[src/rtl/ram_loader_pkg.sv]
// Shared definitions for the RAM program loader: sequencer state encoding and byte width.
package ram_loader_pkg;

  localparam int unsigned BYTE_WIDTH = 8;

  typedef enum logic [2:0] {
    ST_IDLE   = 3'd0,
    ST_RECV   = 3'd1,
    ST_WRITE  = 3'd2,
    ST_CHECK  = 3'd3,
    ST_FINISH = 3'd4
  } loader_state_t;

endpackage

[src/rtl/ram_loader_word_assembler.sv]
// Big-endian byte-to-word assembler for ram_loader; with LOADER_CHECKSUM_EN it also
// keeps the running 8-bit sum of assembled bytes.
module loader_word_assembler
  import ram_loader_pkg::*;
#(
  parameter int unsigned BYTES_PER_WORD = 2
) (
  input  logic                                 clk,
  input  logic                                 rst_n,
  input  logic                                 i_clear,
  input  logic                                 i_accept,
  input  logic [BYTE_WIDTH-1:0]                i_byte,
  output logic [BYTES_PER_WORD*BYTE_WIDTH-1:0] o_word,
  output logic                                 o_word_valid
`ifdef LOADER_CHECKSUM_EN
  ,
  output logic [BYTE_WIDTH-1:0]                o_sum
`endif
);

  localparam int unsigned WORD_WIDTH = BYTES_PER_WORD * BYTE_WIDTH;
  localparam int unsigned CNT_W      = (BYTES_PER_WORD > 1) ? $clog2(BYTES_PER_WORD) : 1;

  logic [CNT_W-1:0]      cnt_q;
  logic [WORD_WIDTH-1:0] word_q;
  logic                  last_byte;

  assign last_byte    = (cnt_q == CNT_W'(BYTES_PER_WORD - 1));
  assign o_word_valid = i_accept && last_byte;
  assign o_word       = word_q;

  always_ff @(posedge clk or negedge rst_n) begin
    if (!rst_n) begin
      cnt_q  <= '0;
      word_q <= '0;
    end else if (i_clear) begin
      cnt_q <= '0;
    end else if (i_accept) begin
      // Shift-left insert keeps the first byte in the MSB position.
      word_q <= (word_q << BYTE_WIDTH) | WORD_WIDTH'(i_byte);
      cnt_q  <= last_byte ? '0 : cnt_q + CNT_W'(1);
    end
  end

`ifdef LOADER_CHECKSUM_EN
  always_ff @(posedge clk or negedge rst_n) begin
    if (!rst_n) begin
      o_sum <= '0;
    end else if (i_clear) begin
      o_sum <= '0;
    end else if (i_accept) begin
      o_sum <= o_sum + i_byte;
    end
  end
`endif

endmodule

[src/rtl/ram_loader.sv]
// Program loader and RAM write-port arbiter: holds the CPU, streams bytes into RAM from
// address 0, then releases the CPU. Optional LOADER_CHECKSUM_EN adds a trailing check byte.
module ram_loader
  import ram_loader_pkg::*;
#(
  parameter int unsigned ADDRESS_WIDTH = 16,
  parameter int unsigned RAM_WIDTH     = 16
) (
  input  logic                     clk,
  input  logic                     rst_n,
  input  logic                     i_clk_en,
  input  logic                     i_start,
  input  logic [ADDRESS_WIDTH:0]   i_length,
  input  logic                     i_byte_valid,
  input  logic [7:0]               i_byte_data,
  output logic                     o_byte_ready,
  input  logic [ADDRESS_WIDTH-1:0] i_cpu_address,
  input  logic                     i_cpu_we,
  input  logic [RAM_WIDTH-1:0]     i_cpu_data,
  output logic [ADDRESS_WIDTH-1:0] o_ram_address,
  output logic                     o_ram_we,
  output logic [RAM_WIDTH-1:0]     o_ram_data,
  output logic                     o_cpu_hold,
  output logic                     o_busy,
  output logic                     o_done,
  output logic                     o_error
);

  localparam int unsigned BYTES_PER_WORD = RAM_WIDTH / BYTE_WIDTH;

`ifdef LOADER_CHECKSUM_EN
  localparam loader_state_t AFTER_LAST = ST_CHECK;
  logic [BYTE_WIDTH-1:0] byte_sum;
  logic                  error_q;
`else
  localparam loader_state_t AFTER_LAST = ST_FINISH;
`endif

  loader_state_t          state_q, state_d;
  logic [ADDRESS_WIDTH-1:0] addr_q;
  logic [ADDRESS_WIDTH:0]   remaining_q;
  logic                     hold_q;
  logic                     zero_done_q;
  logic                     start_ok, load_start, byte_accept, commit, last_word;
  logic [RAM_WIDTH-1:0]     word;
  logic                     word_valid;

  assign start_ok     = (state_q == ST_IDLE) && i_start;
  assign load_start   = start_ok && (i_length != '0);
  assign o_byte_ready = (state_q == ST_RECV) || (state_q == ST_CHECK);
  assign byte_accept  = i_byte_valid && o_byte_ready;
  assign commit       = (state_q == ST_WRITE) && i_clk_en;
  assign last_word    = (remaining_q == (ADDRESS_WIDTH + 1)'(1));
  assign o_cpu_hold   = hold_q;
  assign o_busy       = (state_q != ST_IDLE);
  assign o_done       = (state_q == ST_FINISH) || zero_done_q;

  loader_word_assembler #(
    .BYTES_PER_WORD(BYTES_PER_WORD)
  ) u_assembler (
    .clk         (clk),
    .rst_n       (rst_n),
    .i_clear     (start_ok),
    .i_accept    (byte_accept && (state_q == ST_RECV)),
    .i_byte      (i_byte_data),
    .o_word      (word),
    .o_word_valid(word_valid)
`ifdef LOADER_CHECKSUM_EN
    ,
    .o_sum       (byte_sum)
`endif
  );

  always_ff @(posedge clk or negedge rst_n) begin
    if (!rst_n) state_q <= ST_IDLE;
    else        state_q <= state_d;
  end

  always_comb begin
    state_d       = state_q;
    o_ram_address = i_cpu_address;
    o_ram_we      = i_cpu_we;
    o_ram_data    = i_cpu_data;
    case (state_q)
      ST_IDLE:   if (load_start) state_d = ST_RECV;
      ST_RECV:   if (word_valid) state_d = ST_WRITE;
      ST_WRITE:  if (i_clk_en) state_d = last_word ? AFTER_LAST : ST_RECV;
      ST_CHECK:  if (byte_accept) state_d = ST_FINISH;
      ST_FINISH: state_d = ST_IDLE;
      default:   state_d = ST_IDLE;
    endcase
    if (state_q != ST_IDLE) begin
      o_ram_address = addr_q;
      o_ram_we      = (state_q == ST_WRITE);
      o_ram_data    = word;
    end
  end

  always_ff @(posedge clk or negedge rst_n) begin
    if (!rst_n) begin
      addr_q      <= '0;
      remaining_q <= '0;
      hold_q      <= 1'b1;
      zero_done_q <= 1'b0;
    end else begin
      zero_done_q <= start_ok && (i_length == '0);
      if (start_ok) begin
        addr_q      <= '0;
        remaining_q <= i_length;
        hold_q      <= load_start;
      end else if (commit) begin
        addr_q      <= addr_q + ADDRESS_WIDTH'(1);
        remaining_q <= remaining_q - (ADDRESS_WIDTH + 1)'(1);
      end else if (state_q == ST_FINISH) begin
        // A failed checksum keeps the CPU parked on the suspect image.
        hold_q <= o_error;
      end
    end
  end

`ifdef LOADER_CHECKSUM_EN
  always_ff @(posedge clk or negedge rst_n) begin
    if (!rst_n) begin
      error_q <= 1'b0;
    end else if (start_ok) begin
      error_q <= 1'b0;
    end else if ((state_q == ST_CHECK) && byte_accept &&
                 (i_byte_data != BYTE_WIDTH'(8'h00 - byte_sum))) begin
      error_q <= 1'b1;
    end
  end
  assign o_error = error_q;
`else
  assign o_error = 1'b0;
`endif

endmodule
[config.mk]
export PLATFORM = sky130hd
export DESIGN_NAME = ram_loader
export DESIGN_NICKNAME = d
export VERILOG_FILES = /design/src/rtl/ram_loader_pkg.sv /design/src/rtl/ram_loader_word_assembler.sv /design/src/rtl/ram_loader.sv
export SDC_FILE = /design/constraint.sdc
export NUM_CORES = 1
export LEC_CHECK = 0
export CAP_MARGIN = 20
export CORE_ASPECT_RATIO = 1.5
export CORE_UTILIZATION = 30
export DETAILED_ROUTE_END_ITERATION = 8
export GPL_ROUTABILITY_DRIVEN = 1
export SLEW_MARGIN = 10
export SYNTH_ARGS = -nofsm -noshare
export SYNTH_HDL_FRONTEND = slang
export SYNTH_SLANG_ARGS = --single-unit
[constraint.sdc]
create_clock -name clk -period 2.1 [get_ports clk]
set_input_delay 0.21 -clock clk [delete_from_list [all_inputs] [get_ports clk]]
set_output_delay 0.21 -clock clk [all_outputs]
set_load 0.005 [all_outputs]
==> impl_table.tex, run 1 <==
\begin{tabular}{lr}
\hline
Metric & Value \\
\hline
\multicolumn{2}{l}{\textbf{Synth}} \\
\quad Post-synthesis sequential area ratio & between 40\% and 50\% \\
\quad Dominant synthesized flop cell & dfrtp\_1 \\
\quad Mapped Nets & about 390 \\
\quad Cell accounting for the most synthesized area & dfrtp\_1 \\
\quad Ranking of synthesized cells by instance count & 54 x dfrtp\_1, 47 x mux2\_2, 30 x nand2\_1, 23 x nor2\_1, 15 x o21ai\_0 \\
\quad Top area cells in the synthesized netlist & dfrtp\_1 42\%, mux2\_2 16\%, nand2\_1 3.5\%, nor2\_1 2.7\%, o21ai\_0 2.3\% \\
\quad Number of enable flip-flop cells after synthesis & 0 \\
\quad Number of distinct library cells after synthesis & 52 \\
\quad Cell with the most instances after synthesis & dfrtp\_1 \\
\quad Post-synthesis instance total & 321 \\
\quad Synth warnings & 0 \\
\quad Cell Area, Synth & about 3200 um2 \\
\quad Average footprint of a synthesized cell & 10.1 um2 \\
\quad Share of synthesized registers carrying an async set or reset & 100\% \\
\quad Share of the synthesized area in the top cell type & between 40\% and 50\% \\
\quad Synthesized flop and latch total & 55 \\
\multicolumn{2}{l}{\textbf{Power}} \\
\quad Total power per unit cell area & between 1000 and 1500 nW/um2 \\
\quad Share of total power consumed by net switching & 32.4\% \\
\quad Power spent charging and discharging nets & 0.00185 W \\
\quad Clock network fraction of design power & 18.8\% \\
\quad Share of power burned in registers & around a third \\
\quad IR Drop Worst-Case VDD & 0.554 mV \\
\quad Gate power share & 49.6\% \\
\quad Static leakage & 2.12 nW \\
\quad Internal power & 0.00385 W \\
\multicolumn{2}{l}{\textbf{Route}} \\
\quad Avg Vias per Cell & 5.02 \\
\quad Drt first pass iters & 4 \\
\quad Via count & 2986 \\
\quad Remaining routing DRC violations & 0 \\
\quad Antenna Nets Post-Route & 0 \\
\quad Wire length per cell & 15.1 um \\
\quad Number of DRC violations after detailed-routing iteration 0 & 154 \\
\quad Overall routed net length & 9010 um \\
\multicolumn{2}{l}{\textbf{Setup path}} \\
\quad Arrival time at the worst endpoint & 1960 ps \\
\quad Source of the worst register-to-register timing path & state\_q[0]\$\_DFFE\_PN0P\_ \\
\quad Top cell family by delay on the critical path & buffers and inverters \\
\quad Maximum cell stage delay along the critical path & 440 ps \\
\quad Worst-path cell chain & nor3\_4 -> buf\_4 -> buf\_12 -> mux2\_2 -> clkdlybuf4s50\_1 \\
\quad Number of buffer and inverter stages on the critical path & 3 \\
\quad Endpoint class of the critical path & primary output \\
\quad Crit Path Class & reg -> out \\
\quad Register-to-Register Setup Slack & roughly 100 ps \\
\quad CP startpoint kind & flop \\
\quad Worst r2r dst & remaining\_q[3]\$\_DFFE\_PN0P\_ \\
\quad Required time reported for the critical path endpoint & between 1500 and 2000 ps \\
\quad Worst-path fanout max & 14 \\
\quad Number of cell instances on the worst register-to-register path & 5 \\
\quad CP max-delay cell & clkdlybuf4s50\_1 \\
\multicolumn{2}{l}{\textbf{Clock network}} \\
\quad Clock network latency to the later pin of the worst-skew pair & 300 ps \\
\quad Clock input transition at the sequential cells of the worst setup and hold paths & $\sim$70 ps \\
\quad Cell chosen for the clock root & clkbuf\_16 \\
\quad TritonCTS buffer count & 5 \\
\quad Clock tree from TritonCTS & built \\
\quad Number of sinks on the clock net & 55 \\
\quad H-tree depth reported by CTS & 2 \\
\quad Maximum buffer depth of the clock tree & 2 \\
\multicolumn{2}{l}{\textbf{Global route}} \\
\quad Via count of the first global-routing pass & $\sim$3000 \\
\quad Initial antenna violation count & 0 \\
\quad Global-route wire length before repair & $\sim$14000 um \\
\quad Global route overflow & 0 \\
\quad Largest net degree at the start of global routing & 31 \\
\quad Total track usage & roughly 17\% \\
\multicolumn{2}{l}{\textbf{STA}} \\
\quad Transition time of the tightest slew-check pin & 615 ps \\
\quad Setup clock skew after layout & about 7.6 ps \\
\quad Peak clock frequency supported by timing & 0.460 GHz \\
\quad Final critical path time including I/O delays and setup & 2170 ps \\
\quad Final-report max-slew violation count & 0 \\
\quad Setup repair after global routing missed its margin & yes \\
\quad Setup tns final & -409 ps \\
\quad Setup-failing EPs final & 8 \\
\quad Count of endpoints failing hold in the final timing report & 0 \\
\quad Part of the cycle the worst path needs & 103\% \\
\quad Worst path setup slack after routing & -72.0 ps \\
\quad Slew HR & 59.0\% \\
\quad Worst-case hold slack & 460 ps \\
\multicolumn{2}{l}{\textbf{Die}} \\
\quad Initial core utilization & 30.7\% \\
\quad Die outline width & just under 90 um \\
\quad Height of the die & $\sim$130 um \\
\quad Number of top-level pins & 101 \\
\quad Floorplan core area & roughly 11000 um2 \\
\quad Total Die Area & approximately 11000 um2 \\
\quad Number of placement rows & 46 \\
\multicolumn{2}{l}{\textbf{Layout}} \\
\quad Syn-to-layout area delta & 51.2\% \\
\quad Final standard cell area without fillers & about 4900 um2 \\
\quad Fraction of final layout cells sized beyond drive strength 1 & 23.9\% \\
\quad Number of diodes & 0 \\
\quad Count of filler cells inserted in the layout & 1019 \\
\quad Final net count & 516 \\
\multicolumn{2}{l}{\textbf{Placement}} \\
\quad Dpl hpwl & 6640 um \\
\quad Count of input and output buffers & 99 \\
\quad Last weighted congestion value of the routability-driven placer & 0.824 \\
\quad Post-DP Area & 4560 um2 \\
\quad Placement-stage worst setup slack & around 27 ps \\
\multicolumn{2}{l}{\textbf{Hold path}} \\
\quad Hold Path Class & in -> async \\
\multicolumn{2}{l}{\textbf{Outcome}} \\
\quad Violated checks & setup timing \\
\quad Result of the run & complete, but fails checks \\
\multicolumn{2}{l}{\textbf{Run}} \\
\quad MaxCap Viol Count & 0 \\
\hline
\end{tabular}
## cells in the final DEF (no fill, tap or decap), types with 9 or more instances in the layout
master and count:
nor2_1 23, clkdlybuf4s50_1 72, nand3_1 10, o21ai_0 15, mux2_2 47, dfrtp_1 51, nor4_1 9, buf_4 34
nor3_1 11, a21oi_1 10, dlygate4sd2_1 18, nand2_1 30
## worst max path at each step
stage	start	to	slack [ps]	cells after the start
after detailed placement	i_start	remaining_q[3]$_DFFE_PN0P_	30	5
after global routing	state_q[0]$_DFFE_PN0P_	o_ram_address[1]	-150	5
after global placement	i_start	remaining_q[3]$_DFFE_PN0P_	40	5
final	state_q[0]$_DFFE_PN0P_	o_ram_data[15]	-70	5
after CTS	state_q[2]$_DFFE_PN0P_	o_ram_data[3]	-120	5
after floorplan	state_q[1]$_DFFE_PN0P_	o_ram_address[0]	240	4
## flip-flops by register name (all words and copies together) (netlist names)
register / count
o_cpu_hold: 1
state_q: 3
remaining_q: 17
zero_done_q: 1
u_assembler.o_word: 16
u_assembler.cnt_q: 1
addr_q: 16
## area by class of cell
class,instances,area (um2),area share [%]
clock buffer,5,125,2.56
clock inverter,3,67.6,1.38
inverter,7,26.3,0.537
multi-input combinational,242,1760,36.0
sequential,55,1380,28.2
tap,144,180,3.68
timing repair buffer,139,1350,27.6
## layer usage
metal	wire length, um	track usage [%]
met5	0	0
met1	3680	18.8
met3	414	2.61
met2	4790	31.6
met4	130	4.61
## kinds of logic (layout without fill, tap and decap cells)
group | Yosys count | in the layout | share of synthesized area (%)
buf+inv | 24 | 154 | 3.52
fa+ha+maj | 3 | 3 | 1.16
simple gates | 127 | 127 | 22.0
other cells | 1 | 1 | 0.116
mux | 49 | 49 | 17.0
flops | 55 | 55 | 42.6
xor+xnor | 15 | 15 | 4.06
compound gates | 47 | 47 | 9.52
## power by group through the flow
stage                     sequential, W  combinational (W)  clock (W)
after floorplan                 0.00170            0.00148          0
after global placement          0.00182            0.00262          0
after detailed placement        0.00184            0.00268          0
after CTS                       0.00179            0.00281    0.00110
after global routing            0.00186            0.00309    0.00114
final                           0.00180            0.00283    0.00107
## what timing repair did
item,4_1_cts,5_1_grt
endpoints found under the setup margin,32,23
hold buffers,1,0
hold endpoints to repair,25,0
pin swaps,1,1
gates resized for setup,22,12
gates cloned,1,0
setup buffers,8,6
## stage by stage
step                      total power [W]  cells  utilization, %
after CTS                         0.00569    590            45.8
final                             0.00570    595            46.4
after global placement            0.00444    572            43.3
after global routing              0.00609    595            46.4
after floorplan                   0.00318    321               -
after detailed placement          0.00452    572            43.3
## worst register-to-register path, delay by kind of cell (launching register included)
kind                   cells  cell delay (ps)
and+or+nand+nor            2             1000
DFF                        1              420
AOI/OAI and AO/OA          2              300
buffers and inverters      1              160
Note: power is estimated with default switching activity, not from simulation.
==> run 2, diff against run 1 <==
--- a/config.mk
+++ b/config.mk
@@ -10,6 +10,7 @@
 export CORE_UTILIZATION = 30
 export DETAILED_ROUTE_END_ITERATION = 8
 export GPL_ROUTABILITY_DRIVEN = 1
+export REMOVE_ABC_BUFFERS = 1
 export SLEW_MARGIN = 10
 export SYNTH_ARGS = -nofsm -noshare
 export SYNTH_HDL_FRONTEND = slang
==> run 2 against run 1 <==
Effect of this change: the flow now finishes without violations; first-iteration DRC count shrank 4.5%; largest cell class unchanged; critical path depth is the same; combinational power shrank 2%; power shrank 1.1%; largest power group unchanged; count of clock-buffer cells in the layout grew 1.
==> impl_table.tex, run 2 (synthesis results as in run 1) <==
\begin{tabular}{lr}
\hline
Metric & Value \\
\hline
\multicolumn{2}{l}{\textbf{Die}} \\
\quad Total Die Area & 11200 um2 (unchanged) \\
\quad Floorplan core area & 10500 um2 (unchanged) \\
\quad Number of placement rows & 46 (unchanged) \\
\quad Die outline width & 86.8 um (unchanged) \\
\quad Number of top-level pins & 101 (unchanged) \\
\quad Height of the die & 129 um (unchanged) \\
\quad Initial core utilization & 30.7\% (unchanged) \\
\multicolumn{2}{l}{\textbf{Setup path}} \\
\quad Crit Path Class & reg -> out (unchanged) \\
\quad CP max-delay cell & dfrtp\_2 (was clkdlybuf4s50\_1) \\
\quad Endpoint class of the critical path & primary output (unchanged) \\
\quad Worst-path fanout max & 5 (was 14) \\
\quad Required time reported for the critical path endpoint & 1890 ps (about the same) \\
\quad Top cell family by delay on the critical path & buffers and inverters (unchanged) \\
\quad Source of the worst register-to-register timing path & state\_q[1]\$\_DFFE\_PN0P\_ (was state\_q[0]\$\_DFFE\_PN0P\_) \\
\quad CP startpoint kind & flop (unchanged) \\
\quad Arrival time at the worst endpoint & 1820 ps (was 1960 ps) \\
\quad Maximum cell stage delay along the critical path & 430 ps (was 440 ps) \\
\quad Number of buffer and inverter stages on the critical path & 3 (unchanged) \\
\quad Startpoint of the worst setup timing path & state\_q[2]\$\_DFFE\_PN0P\_ (was state\_q[0]\$\_DFFE\_PN0P\_) \\
\quad Worst-path cell chain & nor3\_4 -> buf\_6 -> buf\_12 -> mux2\_2 -> dlygate4sd2\_1 (was nor3\_4 -> buf\_4 -> buf\_12 -> mux2\_2 -> clkdlybuf4s50\_1) \\
\multicolumn{2}{l}{\textbf{Route}} \\
\quad Avg Vias per Cell & 4.91 (was 5.02) \\
\quad Overall routed net length & 8880 um (was 9010 um) \\
\quad Via count & 2891 (was 2986) \\
\quad Number of DRC violations after detailed-routing iteration 0 & 147 (was 154) \\
\quad Remaining routing DRC violations & 0 (unchanged) \\
\quad Antenna Nets Post-Route & 0 (unchanged) \\
\quad Wire length per cell & 15.1 um (about the same) \\
\quad Drt first pass iters & 4 (unchanged) \\
\multicolumn{2}{l}{\textbf{Layout}} \\
\quad Final net count & 510 (was 516) \\
\quad Number of diodes & 0 (unchanged) \\
\quad Register bank with the most flops & remaining\_q (unchanged) \\
\quad Syn-to-layout area delta & 50.4\% (was 51.2\%) \\
\quad Most common library cell in the layout ignoring fill and taps & clkdlybuf4s50\_1 (unchanged) \\
\quad Register area & 1380 um2 (unchanged) \\
\quad Max FFs per register & 17 (unchanged) \\
\quad Count of filler cells inserted in the layout & 995 (was 1019) \\
\quad Most frequent cells in the layout & 66 x clkdlybuf4s50\_1, 51 x dfrtp\_1, 47 x mux2\_2, 30 x nand2\_1, 26 x buf\_4 (was 72 x clkdlybuf4s50\_1, 51 x dfrtp\_1, 47 x mux2\_2, 34 x buf\_4, 30 x nand2\_1) \\
\quad Fraction of final layout cells sized beyond drive strength 1 & 23.1\% (was 23.9\%) \\
\quad Multi-input logic area & 1770 um2 (was 1760 um2) \\
\multicolumn{2}{l}{\textbf{Outcome}} \\
\quad Result of the run & complete, no violations (was complete, but fails checks) \\
\multicolumn{2}{l}{\textbf{Run}} \\
\quad MaxCap Viol Count & 0 (unchanged) \\
\multicolumn{2}{l}{\textbf{STA}} \\
\quad Setup-failing EPs final & 0 (was 8) \\
\quad Setup clock skew after layout & 2.21 ps (was 7.61 ps) \\
\quad Worst-case hold slack & 423 ps (was 460 ps) \\
\quad Worst path setup slack after routing & 70.0 ps (was -72.0 ps) \\
\quad Part of the cycle the worst path needs & 96.7\% (was 103\%) \\
\quad Count of endpoints failing hold in the final timing report & 0 (unchanged) \\
\quad Setup repair after global routing missed its margin & no (was yes) \\
\quad Final-report max-slew violation count & 0 (unchanged) \\
\quad Final critical path time including I/O delays and setup & 2030 ps (was 2170 ps) \\
\quad Slew HR & 65.5\% (was 59.0\%) \\
\quad Peak clock frequency supported by timing & 0.493 GHz (was 0.460 GHz) \\
\quad Transition time of the tightest slew-check pin & 517 ps (was 615 ps) \\
\multicolumn{2}{l}{\textbf{Placement}} \\
\quad Last weighted congestion value of the routability-driven placer & 0.819 (was 0.824) \\
\quad Dpl hpwl & 6490 um (was 6640 um) \\
\quad Count of input and output buffers & 99 (unchanged) \\
\quad Placement-stage worst setup slack & -27.4 ps (was 26.6 ps) \\
\multicolumn{2}{l}{\textbf{Clock network}} \\
\quad Clock tree from TritonCTS & built (unchanged) \\
\quad Clock input transition at the sequential cells of the worst setup and hold paths & 70 ps (about the same) \\
\quad Clock network latency to the later pin of the worst-skew pair & 290 ps (was 300 ps) \\
\quad Maximum buffer depth of the clock tree & 2 (unchanged) \\
\quad TritonCTS buffer count & 5 (unchanged) \\
\quad H-tree depth reported by CTS & 2 (unchanged) \\
\quad Cell chosen for the clock root & clkbuf\_16 (unchanged) \\
\quad Number of sinks on the clock net & 55 (unchanged) \\
\multicolumn{2}{l}{\textbf{Global route}} \\
\quad Global route overflow & 0 (unchanged) \\
\quad Total track usage & 16.3\% (was 16.6\%) \\
\quad Via count of the first global-routing pass & 2931 (was 2956) \\
\quad Initial antenna violation count & 0 (unchanged) \\
\quad Global-route wire length before repair & 14300 um (was 14400 um) \\
\quad Largest net degree at the start of global routing & 22 (was 31) \\
\multicolumn{2}{l}{\textbf{Power}} \\
\quad Clock network fraction of design power & 18.9\% (was 18.8\%) \\
\quad Total power per unit cell area & 1160 nW/um2 (was 1170 nW/um2) \\
\quad Power spent charging and discharging nets & 0.00183 W (was 0.00185 W) \\
\quad IR Drop Worst-Case VDD & 0.578 mV (was 0.554 mV) \\
\quad Tot Pwr & 0.00564 W (was 0.00570 W) \\
\quad Internal power & 0.00380 W (was 0.00385 W) \\
\quad Share of total power consumed by net switching & 32.5\% (was 32.4\%) \\
\quad Share of power burned in registers & 32.0\% (was 31.6\%) \\
\quad Static leakage & 2.02 nW (was 2.12 nW) \\
\quad Gate power share & 49.1\% (was 49.6\%) \\
\multicolumn{2}{l}{\textbf{Hold path}} \\
\quad Hold Path Class & in -> async (unchanged) \\
\hline
\end{tabular}
[run 2: changes by cell type in the layout (fill, tap and decap cells not counted), sizes merged]
| cell | previous run | this run |
|---|---|---|
| clkdlybuf4s15 | 0 | 17 |
| buf | 40 | 33 |
| dlymetal6s2s | 8 | 1 |
| clkdlybuf4s50 | 72 | 66 |
| dlygate4sd2 | 18 | 14 |
| clkbuf | 5 | 7 |
| clkinvlp | 1 | 0 |
[run 2: power by group through the flow]
stage	combinational (W)	sequential, W	clock [W]
2_1_floorplan	0.00138	0.00174	0
3_3_place_gp	0.00258	0.00181	0
3_5_place_dp	0.00262	0.00183	0
4_1_cts	0.00271	0.00180	0.00108
5_1_grt	0.00303	0.00187	0.00114
6_report	0.00277	0.00180	0.00107
[run 2: layout make-up]
| class | count | share of cell area [%] |
|---|---|---|
| flip-flops and latches | 55 | 28.4 |
| clock inverters | 2 | 1.23 |
| repair buffers | 133 | 27.1 |
| well taps | 144 | 3.70 |
| clock buffers | 6 | 2.65 |
| multi-input cells | 242 | 36.4 |
| inverters | 7 | 0.540 |
[run 2: path summary, 6_finish.rpt]
check	end	slack [ps]	cells after the start
worst max-delay path	o_ram_data[14]	70	5
worst min-delay path	addr_q[12]$_DFFE_PN0P_	420	2
worst max register to register	remaining_q[3]$_DFFE_PN0P_	130	5
worst min register to register	o_cpu_hold$_DFFE_PN1P_	500	1
max in group asynchronous	state_q[1]$_DFFE_PN0P_	990	3
min in group clk	o_cpu_hold$_DFFE_PN1P_	500	1
[run 2: metal layers]
layer	vias up	track usage [%]	share of wire [%]
met5	-	0	0
met4	0	5.59	2.7
met3	13	2.42	4.4
met2	84	29.8	53
met1	1361	19.4	40
li1	1433	-	-
[run 2: metrics by stage]
| step | util, % | instance area, um2 | std cells | setup TNS, ps |
|---|---|---|---|---|
| 2_1_floorplan | - | 3150 | 304 | -72130 |
| 3_3_place_gp | 43.0 | 4530 | 572 | -7.59 |
| 3_5_place_dp | 43.0 | 4530 | 572 | -27.4 |
| 6_report | 46.2 | 4860 | 589 | 0 |
| 5_1_grt | 46.2 | 4860 | 589 | 0 |
| 4_1_cts | 45.6 | 4810 | 588 | 0 |
[run 2: repair_timing]
item | in CTS | in global routing
gates resized for setup | 38 | 22
hold buffers | 1 | 0
hold endpoints to repair | 18 | 0
endpoints found under the setup margin | 32 | 18
pin swaps | 1 | 0
gates cloned | 2 | 1
buffers inserted | 5 | 0
[run 2: worst reg2reg max path: stages, from the launching register on]
cell and delay, ps:
dfrtp_2 430, buf_4 160, or4b_2 820, nand2_1 130
a21oi_1 40, a221o_1 260
==> run 3, diff against run 2 <==
==> constraint.sdc (replaced) <==
create_clock -name clk -period 1.96 [get_ports clk]
set_input_delay 0.196 -clock clk [delete_from_list [all_inputs] [get_ports clk]]
set_output_delay 0.196 -clock clk [all_outputs]
set_load 0.005 [all_outputs]
==> run 3 against run 2 <==
Effect of this change: the run now ends with setup timing left; combinational power increased by 43%; power increased by 24%; flip-flop and latch count unchanged; clock skew increased by 4.3 ps; register-to-register slack got worse by 60 ps; non-clock buffer count increased by 23; final cell count increased by 3.9%; sequential power increased by 7%; clock power increased by 7%; critical path type unchanged; largest power group unchanged; highest routed layer unchanged.
==> impl_table.tex, run 3 (synthesis results as in run 1) <==
\begin{tabular}{lr}
\hline
Metric & Value \\
\hline
\multicolumn{2}{l}{\textbf{Outcome}} \\
\quad Result of the run & complete, but fails checks (was complete, no violations) \\
\quad Violated checks & setup timing \\
\multicolumn{2}{l}{\textbf{Layout}} \\
\quad Count of filler cells inserted in the layout & 990 (was 995) \\
\quad Multi-input logic area & 1890 um2 (was 1770 um2) \\
\quad Max FFs per register & 17 (unchanged) \\
\quad Number of diodes & 0 (unchanged) \\
\quad Final standard cell area without fillers & 5250 um2 (was 4860 um2) \\
\quad Register area & 1380 um2 (about the same) \\
\quad Final net count & 533 (was 510) \\
\quad Most common library cell in the layout ignoring fill and taps & clkdlybuf4s50\_1 (unchanged) \\
\quad Register bank with the most flops & remaining\_q (unchanged) \\
\quad Fraction of the core area covered by cells at the end of the flow & 49.9\% (was 46.2\%) \\
\quad Most frequent cells in the layout & 62 x clkdlybuf4s50\_1, 52 x dfrtp\_1, 36 x buf\_6, 31 x buf\_4, 30 x nand2\_1 (was 66 x clkdlybuf4s50\_1, 51 x dfrtp\_1, 47 x mux2\_2, 30 x nand2\_1, 26 x buf\_4) \\
\quad Fraction of final layout cells sized beyond drive strength 1 & 34.0\% (was 23.1\%) \\
\quad Final Non-Filler Cells & 612 (was 589) \\
\quad Syn-to-layout area delta & 62.5\% (was 50.4\%) \\
\multicolumn{2}{l}{\textbf{Setup path}} \\
\quad CP startpoint kind & flop (unchanged) \\
\quad CP max-delay cell & dfrtp\_2 (unchanged) \\
\quad Worst-path cell chain & nor3\_4 -> buf\_6 -> buf\_6 -> buf\_16 -> buf\_6 -> mux2\_4 -> buf\_6 (was nor3\_4 -> buf\_6 -> buf\_12 -> mux2\_2 -> dlygate4sd2\_1) \\
\quad Arrival time at the worst endpoint & 1830 ps (was 1820 ps) \\
\quad Most frequent CP cell & buf\_6 \\
\quad Required time reported for the critical path endpoint & 1760 ps (was 1890 ps) \\
\quad Endpoint class of the critical path & primary output (unchanged) \\
\quad Maximum cell stage delay along the critical path & 430 ps (about the same) \\
\quad Crit Path Class & reg -> out (unchanged) \\
\quad Worst-path fanout max & 4 (was 5) \\
\quad Startpoint of the worst setup timing path & state\_q[2]\$\_DFFE\_PN0P\_ (unchanged) \\
\quad Number of cell instances on the worst register-to-register path & 5 (unchanged) \\
\quad Source of the worst register-to-register timing path & state\_q[0]\$\_DFFE\_PN0P\_ (was state\_q[1]\$\_DFFE\_PN0P\_) \\
\multicolumn{2}{l}{\textbf{Global route}} \\
\quad Total track usage & 17.4\% (was 16.3\%) \\
\quad Initial antenna violation count & 0 (unchanged) \\
\quad Global-route wire length before repair & 15000 um (was 14300 um) \\
\quad Global route overflow & 0 (unchanged) \\
\quad Via count of the first global-routing pass & 3132 (was 2931) \\
\quad Largest net degree at the start of global routing & 37 (was 22) \\
\multicolumn{2}{l}{\textbf{Placement}} \\
\quad Total placed cells including tap cells & 577 (was 572) \\
\quad Placement-stage worst setup slack & -120 ps (was -27.4 ps) \\
\quad Count of input and output buffers & 99 (unchanged) \\
\quad Dpl hpwl & 6440 um (was 6490 um) \\
\quad Post-DP Area & 4580 um2 (was 4530 um2) \\
\quad Last weighted congestion value of the routability-driven placer & 0.897 (was 0.819) \\
\multicolumn{2}{l}{\textbf{Die}} \\
\quad Height of the die & 129 um (unchanged) \\
\quad Number of placement rows & 46 (unchanged) \\
\quad Number of top-level pins & 101 (unchanged) \\
\quad Die outline width & 86.8 um (unchanged) \\
\quad Initial core utilization & 30.7\% (unchanged) \\
\quad Total Die Area & 11200 um2 (unchanged) \\
\quad Floorplan core area & 10500 um2 (unchanged) \\
\multicolumn{2}{l}{\textbf{STA}} \\
\quad Final critical path time including I/O delays and setup & around 2000 ps \\
\quad Transition time of the tightest slew-check pin & 509 ps (was 517 ps) \\
\quad Peak clock frequency supported by timing & a little under 0.5 GHz \\
\quad Count of endpoints failing hold in the final timing report & 0 (unchanged) \\
\quad Slew HR & 66.1\% (was 65.5\%) \\
\quad Setup-failing EPs final & 8 (was 0) \\
\quad Setup repair after global routing missed its margin & yes (was no) \\
\quad Worst path setup slack after routing & -62.6 ps (was 70.0 ps) \\
\quad Final-report max-slew violation count & 0 (unchanged) \\
\quad Setup clock skew after layout & 6.50 ps (was 2.21 ps) \\
\quad Worst-case hold slack & 410 ps (was 423 ps) \\
\quad Part of the cycle the worst path needs & 103\% \\
\multicolumn{2}{l}{\textbf{Route}} \\
\quad Avg Vias per Cell & 4.97 (was 4.91) \\
\quad Drt first pass iters & 4 (unchanged) \\
\quad Via count & 3041 (was 2891) \\
\quad Remaining routing DRC violations & 0 (unchanged) \\
\quad Antenna Nets Post-Route & 0 (unchanged) \\
\quad Overall routed net length & 9610 um (was 8880 um) \\
\quad Wire length per cell & 15.7 um (was 15.1 um) \\
\quad Number of DRC violations after detailed-routing iteration 0 & 89 (was 147) \\
\multicolumn{2}{l}{\textbf{Clock network}} \\
\quad Number of sinks on the clock net & 55 (unchanged) \\
\quad H-tree depth reported by CTS & 2 (unchanged) \\
\quad Clock network latency to the later pin of the worst-skew pair & 300 ps (was 290 ps) \\
\quad Clock tree from TritonCTS & built (unchanged) \\
\quad Maximum buffer depth of the clock tree & 2 (unchanged) \\
\quad Cell chosen for the clock root & clkbuf\_16 (unchanged) \\
\quad TritonCTS buffer count & 5 (unchanged) \\
\quad Clock input transition at the sequential cells of the worst setup and hold paths & 70 ps (about the same) \\
\multicolumn{2}{l}{\textbf{Power}} \\
\quad Total power per unit cell area & 1340 nW/um2 (was 1160 nW/um2) \\
\quad IR Drop Worst-Case VDD & 0.453 mV (was 0.578 mV) \\
\quad Static leakage & 2.26 nW (was 2.02 nW) \\
\multicolumn{2}{l}{\textbf{Run}} \\
\quad MaxCap Viol Count & 0 (unchanged) \\
\multicolumn{2}{l}{\textbf{Hold path}} \\
\quad Hold Path Class & in -> async (unchanged) \\
\hline
\end{tabular}
## run 3: critical path: cells and delay by family, from the launching register on
family | cells | cell delay (ps)
buf+inv | 5 | 590
flops | 1 | 430
mux | 1 | 290
simple gates | 1 | 220
## run 3: power by group
part	internal [W]	switching (W)
Combinational	0.00251	0.00144
Sequential	0.00154	0.000400
Clock	0.000733	0.000403
## run 3: routing by layer
layer	global-route usage [%]	vias to the layer above	share of wire (%)
met1	18.2	1467	38
li1	-	1479	-
met5	0	-	0
met2	34.6	81	56
met3	2.74	14	3.6
met4	5.49	0	1.7
## run 3: worst paths after layout
kind,to,slack [ps]
max,o_ram_address[7],-60
min,addr_q[10]$_DFFE_PN0P_,410
max reg2reg,addr_q[15]$_DFFE_PN0P_,70
min reg2reg,o_cpu_hold$_DFFE_PN1P_,500
max in group asynchronous,o_cpu_hold$_DFFE_PN1P_,910
min in group clk,remaining_q[13]$_DFFE_PN0P_,490
## run 3: layout make-up
class | instances | area share (%)
multi-input cells | 242 | 35.9
repair buffers | 156 | 30.3
flip-flops and latches | 55 | 26.3
well taps | 144 | 3.43
clock buffers | 6 | 2.45
clock inverters | 2 | 1.14
inverters | 7 | 0.500
## run 3: stage by stage
| stage | total power (W) | TNS, ps |
|---|---|---|
| floorplan | 0.00333 | -80910 |
| global placement | 0.00474 | -266 |
| detailed placement | 0.00481 | -695 |
| CTS | 0.00670 | -1070 |
| global route | 0.00746 | -1440 |
| finish | 0.00702 | -271 |
## run 3: what timing repair did
action                                 4_1_cts  5_1_grt
gates cloned                                 5        0
gates resized for setup                    139       66
setup endpoints to repair                   33       50
pin swaps                                    1        3
hold buffers                                 1        0
buffers inserted                            20        7
endpoints found under the hold margin       19        0
